[src/rtl/ora_misr.sv]
// ---------------------------------------------------------------------------
// ora_misr -- output response analyser built on an 8-bit MISR.
//
// Compacts N_PATTERNS response bytes into a signature and compares that
// signature against golden_sig once the run is over. The MISR uses the same
// feedback polynomial as the pattern generator (taps 7,5,4,3).
//
// Ports
//   clk          sole clock, rising edge
//   reset        synchronous, active-high
//   start        single-cycle request to begin a run (accepted in IDLE/DONE)
//   data_valid   data_in carries a response sample this cycle
//   data_in      response byte from the SPI path under test
//   golden_sig   expected signature, held stable from start until done
//   signature    current MISR contents
//   pattern_cnt  samples accepted in the current run
//   busy         high in RUN and CHECK
//   done         high in DONE
//   pass / fail  compare result, valid while done (both low otherwise)
// ---------------------------------------------------------------------------
module ora_misr #(
  parameter logic [7:0] SEED       = 8'hFF,
  parameter int         N_PATTERNS = 255    // legal range 1..255
) (
  input  logic       clk,
  input  logic       reset,
  input  logic       start,
  input  logic       data_valid,
  input  logic [7:0] data_in,
  input  logic [7:0] golden_sig,
  output logic [7:0] signature,
  output logic [7:0] pattern_cnt,
  output logic       busy,
  output logic       done,
  output logic       pass,
  output logic       fail
);

  typedef enum logic [1:0] {IDLE, RUN, CHECK, DONE} state_t;

  // Count value of the final sample of a run.
  localparam logic [7:0] LAST_CNT = 8'(N_PATTERNS - 1);

  state_t     state, state_nxt;
  logic       load_seed;   // start accepted: reload seed, clear result
  logic       accept;      // sample compacted this edge
  logic       do_check;    // latch the compare result this edge
  logic       fb;
  logic [7:0] next_sig;

  // MISR step: shift left, feedback into bit 0, response byte XORed in.
  assign fb       = signature[7] ^ signature[5] ^ signature[4] ^ signature[3];
  assign next_sig = {signature[6:0], fb} ^ data_in;

  assign busy = (state == RUN) || (state == CHECK);
  assign done = (state == DONE);

  // State register.
  // NOTE: sequential state is written with non-blocking assignments only, so
  // every flop samples values from before the edge regardless of block order.
  always_ff @(posedge clk) begin
    if (reset) state <= IDLE;
    else       state <= state_nxt;
  end

  // Next-state and datapath control.
  // NOTE: every output of this block is given a default first; a path that
  // left one unassigned would infer a latch.
  always_comb begin
    state_nxt = state;
    load_seed = 1'b0;
    accept    = 1'b0;
    do_check  = 1'b0;
    unique case (state)
      // A restart from DONE behaves exactly like a start from IDLE. Any
      // data_valid in the same cycle is dropped in favour of the seed load.
      IDLE, DONE: begin
        if (start) begin
          load_seed = 1'b1;
          state_nxt = RUN;
        end
      end
      // start is ignored here; the run is never restarted mid-flight.
      RUN: begin
        if (data_valid) begin
          accept = 1'b1;
          if (pattern_cnt == LAST_CNT) state_nxt = CHECK;
        end
      end
      CHECK: begin
        do_check  = 1'b1;
        state_nxt = DONE;
      end
      default: state_nxt = IDLE;
    endcase
  end

  // Datapath. pass/fail are cleared on every start and only set when leaving
  // CHECK, so they can only be high while in DONE.
  always_ff @(posedge clk) begin
    if (reset) begin
      signature   <= SEED;
      pattern_cnt <= 8'd0;
      pass        <= 1'b0;
      fail        <= 1'b0;
    end else if (load_seed) begin
      signature   <= SEED;
      pattern_cnt <= 8'd0;
      pass        <= 1'b0;
      fail        <= 1'b0;
    end else if (accept) begin
      signature   <= next_sig;
      pattern_cnt <= pattern_cnt + 8'd1;
    end else if (do_check) begin
      pass        <= (signature == golden_sig);
      fail        <= (signature != golden_sig);
    end
  end

endmodule

[config.mk]
export PLATFORM = sky130hd
export DESIGN_NAME = ora_misr
export DESIGN_NICKNAME = d
export VERILOG_FILES = /design/src/rtl/ora_misr.sv
export SDC_FILE = /design/constraint.sdc
export NUM_CORES = 1
export LEC_CHECK = 0
export BUFFER_PORTS_ARGS = -buffer_cell sky130_fd_sc_hd__clkbuf_2
export CORE_UTILIZATION = 47
export DETAILED_ROUTE_END_ITERATION = 10
export PLACE_DENSITY = 0.84
export RECOVER_POWER = 25
export SLEW_MARGIN = 20
export SYNTH_ARGS = -nofsm -noshare
export SYNTH_HDL_FRONTEND = slang
export SYNTH_SLANG_ARGS = --single-unit
[constraint.sdc]
create_clock -name clk -period 1.8 [get_ports clk]
set_clock_uncertainty 0.15 [all_clocks]
set_input_delay 0.09 -clock clk [delete_from_list [all_inputs] [get_ports clk]]
set_output_delay 0.09 -clock clk [all_outputs]
set_load 0.02 [all_outputs]
==> results of run 1 <==
[cell type report]
cell class / count / area (um^2)
fill: 171 / 637
sequential: 20 / 400
inverter: 6 / 22.5
tap: 27 / 33.8
multi-input combinational: 86 / 582
clock buffer: 4 / 36.3
timing repair buffer: 50 / 290
[worst register-to-register path: stages, from the launching register on]
cell and delay, ps:
dfxtp_1 400, inv_1 60, ha_1 330, inv_1 90
nor2_1 60, o311ai_0 360, o31ai_1 120
[state kept, by name, summed over array words and instances, names as in the netlist]
register / count
pattern_cnt: 8
signature: 8
state: 2
fail: 1
pass: 1
[cells in the final DEF (no fill, tap or decap)]
master         instances
dfxtp_1               20
clkbuf_4               3
or3_1                  1
inv_1                  6
a211oi_1               1
ha_1                   5
a21oi_1                4
o311ai_0               1
nand3_1                1
nand2b_1               1
xnor2_1               14
buf_4                  1
nand4_1                5
o211ai_1               7
a32o_1                 1
nor2_1                 9
nand2_1               14
clkbuf_1              10
xor2_1                11
o211a_1                1
and2_1                 1
and3_1                 1
clkbuf_8               1
o21ai_0                2
o31ai_1                1
clkbuf_2              29
nor4_1                 1
o21ai_1                1
nor3_1                 3
dlygate4sd3_1         10
[worst paths after layout]
path,from,endpoint,slack [ps],cells after the start
worst max-delay path,state[0],state[0],120,6
worst min-delay path,data_in[0],signature[0],50,4
worst max register to register,state[0],state[0],120,6
worst min register to register,pass,pass,330,2
[Yosys cell counts]
cell type,instances,area (um^2)
dfxtp_1,20,400
nand2_1,14,52.6
xnor2_1,14,123
xor2_1,11,96.3
nor2_1,9,33.8
o211ai_1,7,52.6
inv_1,6,22.5
ha_1,5,62.6
nand4_1,5,31.3
a21oi_1,4,20.0
nor3_1,3,15.0
o21ai_0,2,10.0
a211oi_1,1,7.51
a32o_1,1,10.0
and2_1,1,6.26
and3_1,1,6.26
buf_1,1,3.75
buf_2,1,5.00
nand2b_1,1,6.26
nand3_1,1,5.00
nor4_1,1,6.26
o211a_1,1,10.0
o21ai_1,1,5.00
o311ai_0,1,8.76
o31ai_1,1,7.51
or3_1,1,6.26
[power groups by stage]
| stage | registers (mW) | logic [mW] | clock network [mW] |
|---|---|---|---|
| floorplan | 0.677 | 0.400 | 0 |
| global placement | 0.621 | 0.613 | 0 |
| detailed placement | 0.630 | 0.641 | 0 |
| CTS | 0.618 | 0.662 | 0.268 |
| global route | 0.632 | 0.731 | 0.288 |
| finish | 0.620 | 0.664 | 0.269 |
[per-stage QoR]
step | cell area, um^2 | utilization, %
finish | 1370 | 68.2
global route | 1370 | 68.2
global placement | 1240 | 62.0
CTS | 1380 | 68.8
floorplan | 1010 | -
detailed placement | 1240 | 62.0
[per-layer routing]
layer / track usage (%) / up-vias / routed length (um)
li1: - / 498 / -
met4: 13.7 / 0 / 94
met3: 3.77 / 12 / 114
met2: 43.9 / 43 / 1310
met5: 0 / - / 0
met1: 24.1 / 476 / 1010
[logic make-up after synthesis]
kind of cell             Yosys count
AND/OR/NAND/NOR                   37
AO/OA/AOI/OAI                     19
buffers and inverters              8
adder cells (fa/ha/maj)            5
flip-flops                        20
XOR/XNOR                          25
[repair_timing]
item | CTS | global route
setup buffers | 0 | 0
hold endpoints to repair | 10 | 0
hold buffers | 10 | 0
==> results.json, run 1 <==
{
  "ant_nets": 0,
  "critPathKind": "reg2reg",
  "cts_max_level": 1,
  "synth.area.mux_share_pct": 0,
  "rows": 16,
  "cap_violations": 0,
  "total_power_mw": 1.55,
  "syn_nets": 139,
  "grt_usage_pct": 23.3,
  "power_density_mw_per_mm2": 1140,
  "fin_tns_setup_ps": 0,
  "cp_data_arrival_time_ps": 1710,
  "pwr-share-clk_pct": 17.3,
  "fin_cells": 193,
  "relSlewSlack_pct": 70.0,
  "synth_cell_types": 26,
  "area_growth_pct": 34.7,
  "worstMarginPinSlew_ps": 448,
  "die_h_um": 48.4,
  "grt_first_pass_wirelength_um": 4290,
  "synth_seq_area_share_pct": 39.5,
  "p_comb_share_pct": 42.8,
  "fp.dieW_um": 48.4,
  "cts_tree": "built",
  "synth-xor-area-share_pct": 21.6,
  "diodes": 0,
  "firstDrtPassIters": 4,
  "p_int_mw": 0.912,
  "endpoint_kind": "register",
  "core-area_mm2": 0.00200,
  "final_nets": 192,
  "yosys_warnings": 0,
  "crit_path_frequent_cell": "inv_1",
  "path_cells": "inv_1 > ha_1 > inv_1 > nor2_1 > o311ai_0 > o31ai_1",
  "port_buffers": 39,
  "remaining_drc_errors": 0,
  "synth_top_family_by_area": "XOR/XNOR gates",
  "cts.clk_slew.worst_paths_ps": 120,
  "detailedPlace.worstSlack_ps": 131,
  "grt_antenna_before_repair": 0,
  "worst_slack_ps": 121,
  "p_seq_share_pct": 39.9,
  "worstPathMaxFanout": 4,
  "drt-vias-per-instance": 5.33,
  "fin_crit_ps": 1680,
  "crit_buf_inv": 2,
  "wl_per_cell_um": 13.1,
  "cp_slowest_stage_delay_ps": 400,
  "leakagePower_nw": 0.593,
  "holdWs_ps": 49.0,
  "grt_pass1_vias": 1027,
  "cp.required_ps": 1840,
  "initialDrtViolationCount": 27,
  "insertion_delay_ps": 310,
  "startpoint_type": "register",
  "grt_start_max_net_pins": 15,
  "place_inst": 179,
  "synth-simple-area-share_pct": 16.7,
  "peakVddDrop_v": 0.000703,
  "num_io_pins": 40,
  "initial_utilization_pct": 50.6,
  "setup_viol": 0,
  "fmax_ghz": 0.596,
  "drive_gt1_share_pct": 20.5,
  "syn_inst": 114,
  "grt_overflow": 0,
  "synth_compound_area_share_pct": 13.0,
  "dp_hpwl_um": 1810,
  "hold_viol_final": 0,
  "cts_made_buffers": 3,
  "ctsResizeCount": 0,
  "p_sw_share_pct": 41.3,
  "die_area_mm2": 0.00235,
  "status": "finished clean",
  "power.switching_mw": 0.641,
  "wl_um": 2530,
  "post_synth.cell_area_avg_um2": 8.89,
  "place_congestion": 0.759,
  "synth_fa_ha_area_share_pct": 6.17,
  "cts_root_buffer": "clkbuf_4",
  "cts_sinks": 20,
  "rsz0062_at_grt": "no",
  "via_count": 1029,
  "worstHoldPathType": "in2reg",
  "slowest_stage": "dfxtp_1",
  "ys_seq_elements": 20,
  "slew_viol_final": 0,
  "cp_top_family": "compound AO/OA/AOI/OAI gates",
  "period_share_pct": 93.3,
  "syn_area_mm2": 0.00101,
  "cts.path.max_buffers": 2
}
No activity file was read; power rests on OpenSTA's default activity.
==> inputs of run 2 (changes only) <==
--- a/config.mk
+++ b/config.mk
@@ -6,7 +6,9 @@
 export NUM_CORES = 1
 export LEC_CHECK = 0
 export BUFFER_PORTS_ARGS = -buffer_cell sky130_fd_sc_hd__clkbuf_2
-export CORE_UTILIZATION = 47
+export CELL_PAD_IN_SITES_DETAIL_PLACEMENT = 0
+export CELL_PAD_IN_SITES_GLOBAL_PLACEMENT = 1
+export CORE_UTILIZATION = 34
 export DETAILED_ROUTE_END_ITERATION = 10
 export PLACE_DENSITY = 0.84
 export RECOVER_POWER = 25
==> run 2 against run 1 <==
- flip-flop and latch count unchanged
- critical path type unchanged
- largest power group unchanged
- global-route usage down 8.4 points
- total power down 2.3%
==> results.json, run 2 (synthesis results as in run 1) <==
{
  "setup_viol": 0,
  "core-area_mm2": 0.00278,
  "cp_top_family": "compound AO/OA/AOI/OAI gates",
  "layout_common_cells": "29 x clkbuf_2, 20 x dfxtp_1, 14 x nand2_1, 14 x xnor2_1, 11 x xor2_1",
  "final_common_cell": "clkbuf_2",
  "worstHoldPathType": "in2reg",
  "die_h_um": 56.6,
  "cts_sinks": 20,
  "slowest_stage": "dfxtp_1",
  "startpoint_type": "register",
  "area_growth_pct": 35.2,
  "grt_usage_pct": 14.9,
  "rsz0062_at_grt": "no",
  "remaining_drc_errors": 0,
  "cts_made_buffers": 3,
  "ant_nets": 0,
  "seq_area_um2": 400,
  "cts_tree": "built",
  "cap_violations": 0,
  "wl_per_cell_um": 11.3,
  "leakagePower_nw": 0.593,
  "worstPathMaxFanout": 4,
  "critPathKind": "reg2reg",
  "cts_max_level": 1,
  "use_met2_pct": 25.5,
  "top_usage_layer": "met2",
  "via_count": 962,
  "drive_gt1_share_pct": 20.5,
  "port_buffers": 39,
  "power_density_mw_per_mm2": 1110,
  "grt_pass1_vias": 924,
  "hold_viol_final": 0,
  "num_io_pins": 40,
  "endpoint_kind": "register",
  "grt_first_pass_wirelength_um": 3750,
  "relSlewSlack_pct": 70.4,
  "worstMarginPinSlew_ps": 443,
  "status": "finished clean",
  "holdWs_ps": 28.6,
  "fmax_ghz": 0.616,
  "post_cts_buffers": 0,
  "multiInputGateArea_um2": 582,
  "top_regs": "pattern_cnt (8), signature (8), state (2)",
  "grt_util_met1_pct": 17.6,
  "fill_cells": 273,
  "period_share_pct": 90.2,
  "rows": 19,
  "final_nets": 192,
  "fp.dieW_um": 56.6,
  "initial_utilization_pct": 36.4,
  "grt_overflow": 0,
  "fin_crit_ps": 1620,
  "fin_tns_setup_ps": 0,
  "dp_hpwl_um": 1670,
  "path_cells": "inv_1 > ha_1 > inv_1 > nor2_1 > o311ai_0 > o31ai_1",
  "die_area_mm2": 0.00320,
  "peakVddDrop_v": 0.000620,
  "use_met3_pct": 3.69,
  "cts_root_buffer": "clkbuf_4",
  "drt-vias-per-instance": 4.88,
  "cp_slowest_stage_delay_ps": 390,
  "crit_buf_inv": 2,
  "cts.clk_slew.worst_paths_ps": 110,
  "cts.path.max_buffers": 2,
  "grt_start_max_net_pins": 15,
  "ctsResizeCount": 0,
  "crit_path_frequent_cell": "inv_1",
  "wl_um": 2220,
  "insertion_delay_ps": 300,
  "initialDrtViolationCount": 14,
  "diodes": 0,
  "grt_antenna_before_repair": 0,
  "place_congestion": 0.751,
  "slew_viol_final": 0,
  "cp.required_ps": 1840,
  "hold_buffers": 10,
  "firstDrtPassIters": 4,
  "cp_data_arrival_time_ps": 1660
}
-- run 2: cell counts in the layout (fill, tap and decap cells not counted) --
No cell type changed its count.
-- run 2: where the power goes --
group          switching, mW  internal, mW  leakage (nW)
registers             0.0984         0.519         0.163
clock network          0.136         0.123        0.0210
logic                  0.372         0.268         0.409
-- run 2: stage by stage --
step                instances  setup WS, ps  cell area (um^2)  utilization, %  total power [mW]
finish                    197           177              1370            49.3              1.52
global route              197          32.4              1370            49.3              1.64
CTS                       197           165              1380            49.7              1.55
detailed placement        183           180              1250            44.8              1.27
global placement          183           254              1250            44.8              1.25
floorplan                 114           154              1010               -              1.08
-- run 2: final timing paths --
kind	from	end	cells after the start	slack [ps]
setup / recovery	state[0]	state[0]	6	180
hold / removal	data_in[0]	signature[0]	4	30
setup reg to reg	state[0]	state[0]	6	180
hold reg to reg	pass	pass	2	340
-- run 2: tightest hold or removal path, stage by stage --
cell      delay, ps
clkbuf_2         90
xnor2_1          70
xnor2_1         140
o21ai_1          60
-- run 2: cell type report --
type                            instances  area share (%)
Multi-Input combinational cell         86            42.5
Tap cell                               31            2.83
Inverter                                6            1.64
Sequential cell                        20            29.2
Timing Repair Buffer                   50            21.2
Clock buffer                            4            2.65
-- run 2: layer usage --
metal	wire length (um)	vias up
li1	-	495
met2	1020	37
met1	1030	425
met5	0	-
met4	32	0
met3	146	5
